<file path="src/rtl/n_acc_pkg.sv">
// Shared constants and types for the accumulator drain stage.
// The last column holds the checksum of the data columns.
package n_acc_pkg;

    localparam int ARRAY_SIZE = 4;
    localparam int ADDR_W     = 2;
    localparam int Z_BITS     = 12;
    localparam int LEN_BITS   = 8;
    localparam int CNT_W      = LEN_BITS + ADDR_W + 1;
    localparam int CHK_COL    = ARRAY_SIZE - 1;

    typedef enum logic [1:0] {
        S_IDLE  = 2'd0,
        S_ACC   = 2'd1,
        S_DRAIN = 2'd2,
        S_DONE  = 2'd3
    } state_t;

    typedef logic [ARRAY_SIZE-1:0][Z_BITS-1:0] cap_vec_t;

    // A zero-length window still covers one beat.
    function automatic logic [LEN_BITS-1:0] eff_len(input logic [LEN_BITS-1:0] len);
        return (len == '0) ? LEN_BITS'(1) : len;
    endfunction

endpackage

</file>
<file path="src/rtl/acc_chk_sum.sv">
// Sums the captured data columns and compares them with the checksum column.
// The result is held in a register loaded once per window.
module acc_chk_sum
    import n_acc_pkg::*;
(
    input  logic     clk,
    input  logic     rst,
    input  logic     load,
    input  cap_vec_t cap,
    output logic     err
);

    logic [Z_BITS-1:0] sum;
    logic              err_q;
    logic              err_d;

    // The sum wraps at Z_BITS, matching the accumulators' own width.
    always_comb begin
        sum = '0;
        for (int k = 0; k < CHK_COL; k++) begin
            sum = sum + cap[k];
        end
    end

    always_comb begin
        err_d = err_q;
        if (load) begin
            err_d = (sum != cap[CHK_COL]);
        end
    end

    always_ff @(posedge clk) begin
        if (rst) begin
            err_q <= 1'b0;
        end else begin
            err_q <= err_d;
        end
    end

    assign err = err_q;

endmodule

</file>
<file path="src/rtl/n_acc_drain.sv">
// Issues skewed column clears, captures each column at window close, checks the
// checksum column and drains the four results over a valid/ready stream.
module n_acc_drain
    import n_acc_pkg::*;
(
    input  logic                clk,
    input  logic                rst,
    input  logic                start,
    input  logic [LEN_BITS-1:0] len,
    output logic                busy,
    output logic                clear_0,
    output logic                clear_1,
    output logic                clear_2,
    output logic                clear_3,
    input  logic [Z_BITS-1:0]   z_0,
    input  logic [Z_BITS-1:0]   z_1,
    input  logic [Z_BITS-1:0]   z_2,
    input  logic [Z_BITS-1:0]   z_3,
    output logic                out_valid,
    input  logic                out_ready,
    output logic [Z_BITS-1:0]   out_data,
    output logic [ADDR_W-1:0]   out_col,
    output logic                out_last,
    output logic                chk_err,
    output logic                done
);

    state_t                  state_q, state_d;
    logic [CNT_W-1:0]        cnt_q, cnt_d;
    logic [CNT_W-1:0]        cnt_nxt;
    logic [LEN_BITS-1:0]     len_q, len_d;
    cap_vec_t                cap_q, cap_d;
    cap_vec_t                z_vec;
    logic [ARRAY_SIZE-1:0]   clear_q, clear_d;
    logic [ARRAY_SIZE-1:0]   clr_hit;
    logic [ARRAY_SIZE-1:0]   cap_hit;
    logic [ADDR_W-1:0]       idx_q, idx_d;
    logic [ADDR_W-1:0]       idx_inc;
    logic                    busy_q, busy_d;
    logic                    out_valid_q, out_valid_d;
    logic [Z_BITS-1:0]       out_data_q, out_data_d;
    logic                    out_last_q, out_last_d;
    logic                    chk_err_q, chk_err_d;
    logic                    done_q, done_d;
    logic                    err_load;
    logic                    err;

    assign z_vec   = {z_3, z_2, z_1, z_0};
    assign cnt_nxt = cnt_q + CNT_W'(1);
    assign idx_inc = idx_q + ADDR_W'(1);

    // Column k is cleared at c == k and captured at c == k + L.
    // Clears are registered, so they are decoded from the next counter value.
    generate
        for (genvar gi = 0; gi < ARRAY_SIZE; gi++) begin : g_col
            assign clr_hit[gi] = (cnt_nxt == CNT_W'(gi));
            assign cap_hit[gi] = (cnt_q == CNT_W'(gi) + CNT_W'(len_q));
            assign cap_d[gi]   = (state_q == S_ACC && cap_hit[gi]) ? z_vec[gi] : cap_q[gi];
        end
    endgenerate

    acc_chk_sum u_chk (
        .clk  (clk),
        .rst  (rst),
        .load (err_load),
        .cap  (cap_d),
        .err  (err)
    );

    always_comb begin
        state_d     = state_q;
        cnt_d       = cnt_q;
        len_d       = len_q;
        clear_d     = '0;
        idx_d       = idx_q;
        out_valid_d = out_valid_q;
        out_data_d  = out_data_q;
        out_last_d  = out_last_q;
        chk_err_d   = chk_err_q;
        done_d      = 1'b0;
        err_load    = 1'b0;

        case (state_q)
            S_IDLE: begin
                if (start) begin
                    state_d = S_ACC;
                    cnt_d   = '0;
                    len_d   = eff_len(len);
                    clear_d = ARRAY_SIZE'(1);
                end
            end
            S_ACC: begin
                cnt_d   = cnt_nxt;
                clear_d = clr_hit;
                if (cap_hit[CHK_COL]) begin
                    state_d     = S_DRAIN;
                    clear_d     = '0;
                    err_load    = 1'b1;
                    idx_d       = '0;
                    out_valid_d = 1'b1;
                    out_data_d  = cap_d[0];
                    out_last_d  = 1'b0;
                    chk_err_d   = 1'b0;
                end
            end
            S_DRAIN: begin
                if (out_ready) begin
                    if (idx_q == ADDR_W'(CHK_COL)) begin
                        state_d     = S_DONE;
                        out_valid_d = 1'b0;
                        out_last_d  = 1'b0;
                        chk_err_d   = 1'b0;
                        done_d      = 1'b1;
                    end else begin
                        idx_d      = idx_inc;
                        out_data_d = cap_q[idx_inc];
                        out_last_d = (idx_inc == ADDR_W'(CHK_COL));
                        chk_err_d  = err & (idx_inc == ADDR_W'(CHK_COL));
                    end
                end
            end
            S_DONE: begin
                state_d = S_IDLE;
            end
            default: begin
                state_d = S_IDLE;
            end
        endcase

        busy_d = (state_d != S_IDLE);
    end

    always_ff @(posedge clk) begin
        if (rst) begin
            state_q     <= S_IDLE;
            cnt_q       <= '0;
            len_q       <= '0;
            cap_q       <= '0;
            clear_q     <= '0;
            idx_q       <= '0;
            busy_q      <= 1'b0;
            out_valid_q <= 1'b0;
            out_data_q  <= '0;
            out_last_q  <= 1'b0;
            chk_err_q   <= 1'b0;
            done_q      <= 1'b0;
        end else begin
            state_q     <= state_d;
            cnt_q       <= cnt_d;
            len_q       <= len_d;
            cap_q       <= cap_d;
            clear_q     <= clear_d;
            idx_q       <= idx_d;
            busy_q      <= busy_d;
            out_valid_q <= out_valid_d;
            out_data_q  <= out_data_d;
            out_last_q  <= out_last_d;
            chk_err_q   <= chk_err_d;
            done_q      <= done_d;
        end
    end

    assign busy      = busy_q;
    assign clear_0   = clear_q[0];
    assign clear_1   = clear_q[1];
    assign clear_2   = clear_q[2];
    assign clear_3   = clear_q[3];
    assign out_valid = out_valid_q;
    assign out_data  = out_data_q;
    assign out_col   = idx_q;
    assign out_last  = out_last_q;
    assign chk_err   = chk_err_q;
    assign done      = done_q;

endmodule
</file>
<file path="config.mk">
export PLATFORM = sky130hd
export DESIGN_NAME = n_acc_drain
export DESIGN_NICKNAME = d
export VERILOG_FILES = /design/src/rtl/n_acc_pkg.sv /design/src/rtl/acc_chk_sum.sv /design/src/rtl/n_acc_drain.sv
export SDC_FILE = /design/constraint.sdc
export NUM_CORES = 1
export LEC_CHECK = 0
export CAP_MARGIN = 10
export CORE_MARGIN = 2
export CORE_UTILIZATION = 31
export DETAILED_ROUTE_END_ITERATION = 6
export HOLD_SLACK_MARGIN = 0.08
export RECOVER_POWER = 25
export REMOVE_ABC_BUFFERS = 1
export SYNTH_ARGS = -nofsm -noshare
export SYNTH_HDL_FRONTEND = slang
export SYNTH_HIERARCHICAL = 1
export SYNTH_SLANG_ARGS = --single-unit
</file>
<file path="constraint.sdc">
create_clock -name clk -period 4.85 [get_ports clk]
set_clock_uncertainty 0.15 [all_clocks]
set_input_delay 1.2125 -clock clk [delete_from_list [all_inputs] [get_ports clk]]
set_output_delay 1.2125 -clock clk [all_outputs]
set_load 0.05 [all_outputs]
</file>
# ---- Word level (Yosys, flattened, before mapping)
# Cells that the tools add are included.
dict set report totals {
  reg_bits 93
  n_memories 0
  ramBits 0
  romBits 0
  latch_bits 0
  word_cells 100
}
dict set report classes {
  eq_ne 18
  shifts 0
  n_reduce_logical 16
  bitwise_logic 3
  n_lt_le_gt_ge 1
  n_mux 39
  multipliers 0
  add_sub_neg 7
  n_div 0
}
# operator n
set op_table {}
lappend op_table {{$mux W12} 8}
lappend op_table {{$eq A11 B9 Y1} 3}
lappend op_table {{$add A12 B12 Y12} 2}
lappend op_table {{$bmux W12 S2} 1}
lappend op_table {{$pmux W12 S2} 1}
lappend op_table {{$eq A11 B2 Y1 const B} 2}
lappend op_table {{$pmux W11 S2} 1}
lappend op_table {{$add A2 B8 Y9 const A} 2}
lappend op_table {{$mux W2} 7}
lappend op_table {{$mux W1} 12}
lappend op_table {{$ne A12 B12 Y1} 1}
lappend op_table {{$add A11 B1 Y11 const B} 1}
lappend op_table {{$eq A11 B1 Y1 const B} 1}
lappend op_table {{$eq A11 B8 Y1} 1}
lappend op_table {{$logic_not A11 Y1} 1}
lappend op_table {{$mux W11} 1}
lappend op_table {{$ne A2 B2 Y1 const B} 5}
lappend op_table {{$add A1 B8 Y9 const A} 1}
lappend op_table {{$eq A2 B2 Y1 const B} 4}
lappend op_table {{$logic_not A8 Y1} 1}
lappend op_table {{$mux W8} 1}
lappend op_table {{$pmux W2 S4} 1}
lappend op_table {{$pmux W4 S2} 1}
lappend op_table {{$reduce_and A4 Y1} 2}
lappend op_table {{14 further kinds} 23}

# ---- Logic depth before layout (Yosys ltp)
dict set report depth {
  word_depth 7
  depth_mapped 20
}

# ---- By module
# The synthesis kept the hierarchy.
# module cells_per_inst area_per_inst_um2 n_inst seq_area_each_um2
set by_module_without_submodules {}
lappend by_module_without_submodules {n_acc_drain 523 4864.7 1 1841.8}
lappend by_module_without_submodules {acc_chk_sum 99 895.9 1 20.0}

# ---- Least setup slack after synthesis
# OpenSTA, ideal clock, no wires.
dict set report synth_path {
  path_type {register to register}
  from {register len_q[0]}
  to {register u_chk.err_q (netlist: u_chk/err)}
  period_less_slack_ns 4.605
  path_slack_ns 0.245
  arrival_ns 4.335
  setup_time_ns 0.120
  path_buffers 1
  stages_incl_launch_ff 19
  cell_sequence {dfxtp_1 > inv_1 > ha_1 > xor2_1 > a2111oi_0 > nand3b_1 > a211o_1 > buf_2 > mux2_2 > fa_1 > ha_1 > fa_1 > a211oi_2 > o21bai_1 > a21oi_1 > xnor2_1 > o211ai_1 > nor4_2 > nor3_2}
}
# element line_no
set synth_rtl {}
lappend synth_rtl {{start, declared} n_acc_drain.sv:31} ;# logic [LEN_BITS-1:0] len_q, len_d;
lappend synth_rtl {{start signal, assigned} n_acc_drain.sv:150} ;# len_q <= len_d;
lappend synth_rtl {{end signal, assigned} acc_chk_sum.sv:36} ;# err_q <= err_d;
lappend synth_rtl {{end, declared} acc_chk_sum.sv:14} ;# logic err_q;

==> metrics <==
most common cell after layout, fill and taps aside=dfxtp_1; Post-Syn Area=5760 µm²; ANT nets after route=0; initial antenna violation count=0; Synth Register Bits=93; top post-synthesis cells by area=dfxtp_1, ha_1, mux2_2; Cell variety after synth=67; detailed-route wire length=15.9 mm; Avg Cell Area, Syn=9.26 µm²; die height=140 µm; final cell count without fillers=937; status=finished with violations; row cnt=49; RSZ-0062 raised after global routing=false; Max Clk Rate=218 MHz; Hold EP=chk_err; failing checks=max-capacitance violations, max-slew violations; Switching Share=0.279; commonest cells after routing, fill and taps aside=dfxtp_1, clkdlybuf4s50_1, nor2_1, nand2_1, and2_1; # H-tree levels=3; hold path cells=2; max-slew violation count=41; internal power=0.00137 W; core area=18100 µm²; DP Area=6880 µm²; fin util=0.405; residual DRC count=0; Iteration-0 DRC Markers=211; Clock power frac=0.382; Clock Latency Late Sink=350 ps; via count=4741; number of fill cells=1777; port bufs=82; initial core utilization=0.319; Post-synth ARST share=0; Worst-Margin Slew=1690 ps; Worst Hold Class=reg -> reg; Seq/Total Area, Yosys=0.323; # setup viols final=0; worst rel slew slack=-0.124; Area growth, synth to finish=27.2%; register-to-register setup slack=260 ps; dpl cells=920; min cycle time layout=4590 ps; global-route wire length before repair=25.5 mm; Syn Inst Count=622; Pwr Total=0.00190 W; Reg power frac=0.422; Vias/cell=5.06; CTS sink cnt=93; layout cells sized above 1=0.181; final hold violation count=0; Crit Reg-Reg Startpoint=len_q[1]; clock root buffer=clkbuf_16; io pins=83; WL per Instance=17.0 µm; CP Launch Type=flip-flop; die extent in x=140 µm; leakage power=3.08 nW; total grt overflow=0; Finished Cell Area=7330 µm²; CTS tree=done; hold_buf cts=0; Max stage delay on crit path=540 ps; HP Start=chk_err; Worst Reg-to-Reg Cells=21; largest net degree at the start of global routing=41; hpwl dp=11.9 mm; P_sw=0.000531 W; Worst path slowest cell=or4b_1; clock-pin slew on the worst setup and hold paths=70 ps; CP Data Arrival Time=4660 ps; critical-path maximum fanout=7; PD cells=260 nW/µm²; Critical Path End Type=flip-flop; setup_tns=0 ps; worst r2r dst=u_chk/err; yosys warns=6; Placer Congestion=0.899; Comb pwr share=0.196; crit-path cells=inv_1 -> ha_1 -> xor2_1 -> a2111oi_2 -> nand3b_1 -> a211o_1 -> buf_6 -> mux2_2 -> inv_1 -> fa_1 -> inv_1 -> ha_4 -> fa_2 -> a211oi_4 -> buf_6 -> or4b_1 -> nand4_1 -> xnor2_1 -> nand2_1 -> nor4_4 -> nor3_2; GRT Overall Usage=0.167; CP Class=reg -> reg; number of synthesized flops with an enable pin=0; DIE AREA=19700 µm²; fin crit share=0.945; CTS buffer count=9; CTS max path bufs=2; Layout Nets=798; max cap viols=1; Ant. Diodes=0; post-synth top area share=0.323; post-synth top area cell=dfxtp_1; CP most frequent cell=inv_1; Peak supply drop=149 µV; vias in the first global route=4762; Critical Path RT=4930 ps; first-pass iteration count of the detailed router=4; ys flop type=dfxtp_1
-- layer usage --
layer	global-route usage	vias up	wire length [µm]
met5	0	-	0
met4	0.0463	0	329
met2	0.280	113	7470
li1	-	2331	-
met3	0.0407	24	774
met1	0.213	2273	7340
-- how the worst max path moves through the flow --
stage	start	to	slack, ps	cells past startpoint
after floorplan	state_q[0]	u_chk/err	-140	16
after global placement	len_q[0]	u_chk/err	230	17
after detailed placement	len_q[0]	u_chk/err	150	17
after CTS	len_q[0]	u_chk/err	100	17
after global routing	len_q[1]	u_chk/err	20	19
final	len_q[1]	u_chk/err	260	21
-- cells in the mapped netlist, types with 4 or more instances --
| library cell | count |
|---|---|
| dfxtp_1 | 93 |
| nand2_1 | 51 |
| nor2_1 | 51 |
| and2_1 | 39 |
| xnor2_1 | 28 |
| a21oi_1 | 26 |
| o21ai_0 | 26 |
| mux2_2 | 24 |
| clkbuf_1 | 23 |
| inv_1 | 23 |
| ha_1 | 22 |
| nand3_1 | 18 |
| buf_2 | 15 |
| mux2i_1 | 14 |
| nor3_1 | 14 |
| xor2_1 | 13 |
| a221oi_1 | 12 |
| fa_1 | 12 |
| mux2_4 | 12 |
| mux4_2 | 12 |
| a31oi_1 | 9 |
| nand2b_1 | 7 |
| nand4_1 | 7 |
| nor2b_1 | 5 |
| a211oi_1 | 4 |
| and3_1 | 4 |
-- cells by family after synthesis --
| logic type | synth area share |
|---|---|
| AND/OR/NAND/NOR | 0.202 |
| XOR/XNOR | 0.0756 |
| adder cells (fa/ha/maj) | 0.0895 |
| multiplexers | 0.149 |
| AO/OA/AOI/OAI | 0.112 |
| flip-flops | 0.323 |
| buffers and inverters | 0.0489 |
-- cell type report --
cell class | instances | area [µm²] | share of cell area
multi-input combinational | 465 | 3740 | 0.510
sequential | 93 | 1870 | 0.255
timing repair buffer | 112 | 1050 | 0.143
tap | 229 | 287 | 0.0391
clock buffer | 10 | 239 | 0.0326
inverter | 23 | 86.3 | 0.0118
clock inverter | 5 | 60.1 | 0.00820
-- registers in the layout, summed over array words and instances, names as in the netlist --
name       count
busy           1
cap_q         48
chk_err        1
clear_q        4
cnt_q         11
done           1
len_q          8
out_col        2
out_data      12
out_last       1
out_valid      1
state_q        2
u_chk/err      1
-- timing repair --
action | in CTS | in global routing
gates resized for setup | 0 | 29
buffers inserted | 0 | 3
setup endpoints to repair | 0 | 1
-- metrics by stage --
step           setup slack [ps]  hold slack (ps)
2_1_floorplan              -140              293
5_1_grt                    19.4              374
3_3_place_gp                227              326
4_1_cts                     102              349
3_5_place_dp                150              338
6_report                    264              355
-- power by group through the flow --
stage | logic, W | clock network (W) | registers [W]
after detailed placement | 0.000358 | 0 | 0.000820
after CTS | 0.000360 | 0.000744 | 0.000803
after global routing | 0.000410 | 0.000780 | 0.000806
final | 0.000374 | 0.000727 | 0.000804
after floorplan | 0.000199 | 0 | 0.000836
after global placement | 0.000359 | 0 | 0.000819
-- critical path, delay by kind of cell (launching register included) --
kind | cells | cell delay (ps)
muxes | 1 | 230
and+or+nand+nor | 6 | 1200
buffers and inverters | 5 | 540
adders and majority gates | 4 | 1070
xor gates and xnor gates | 2 | 290
AOI/OAI and AO/OA | 3 | 660
DFF | 1 | 330
No activity file was read; power rests on OpenSTA's default activity.
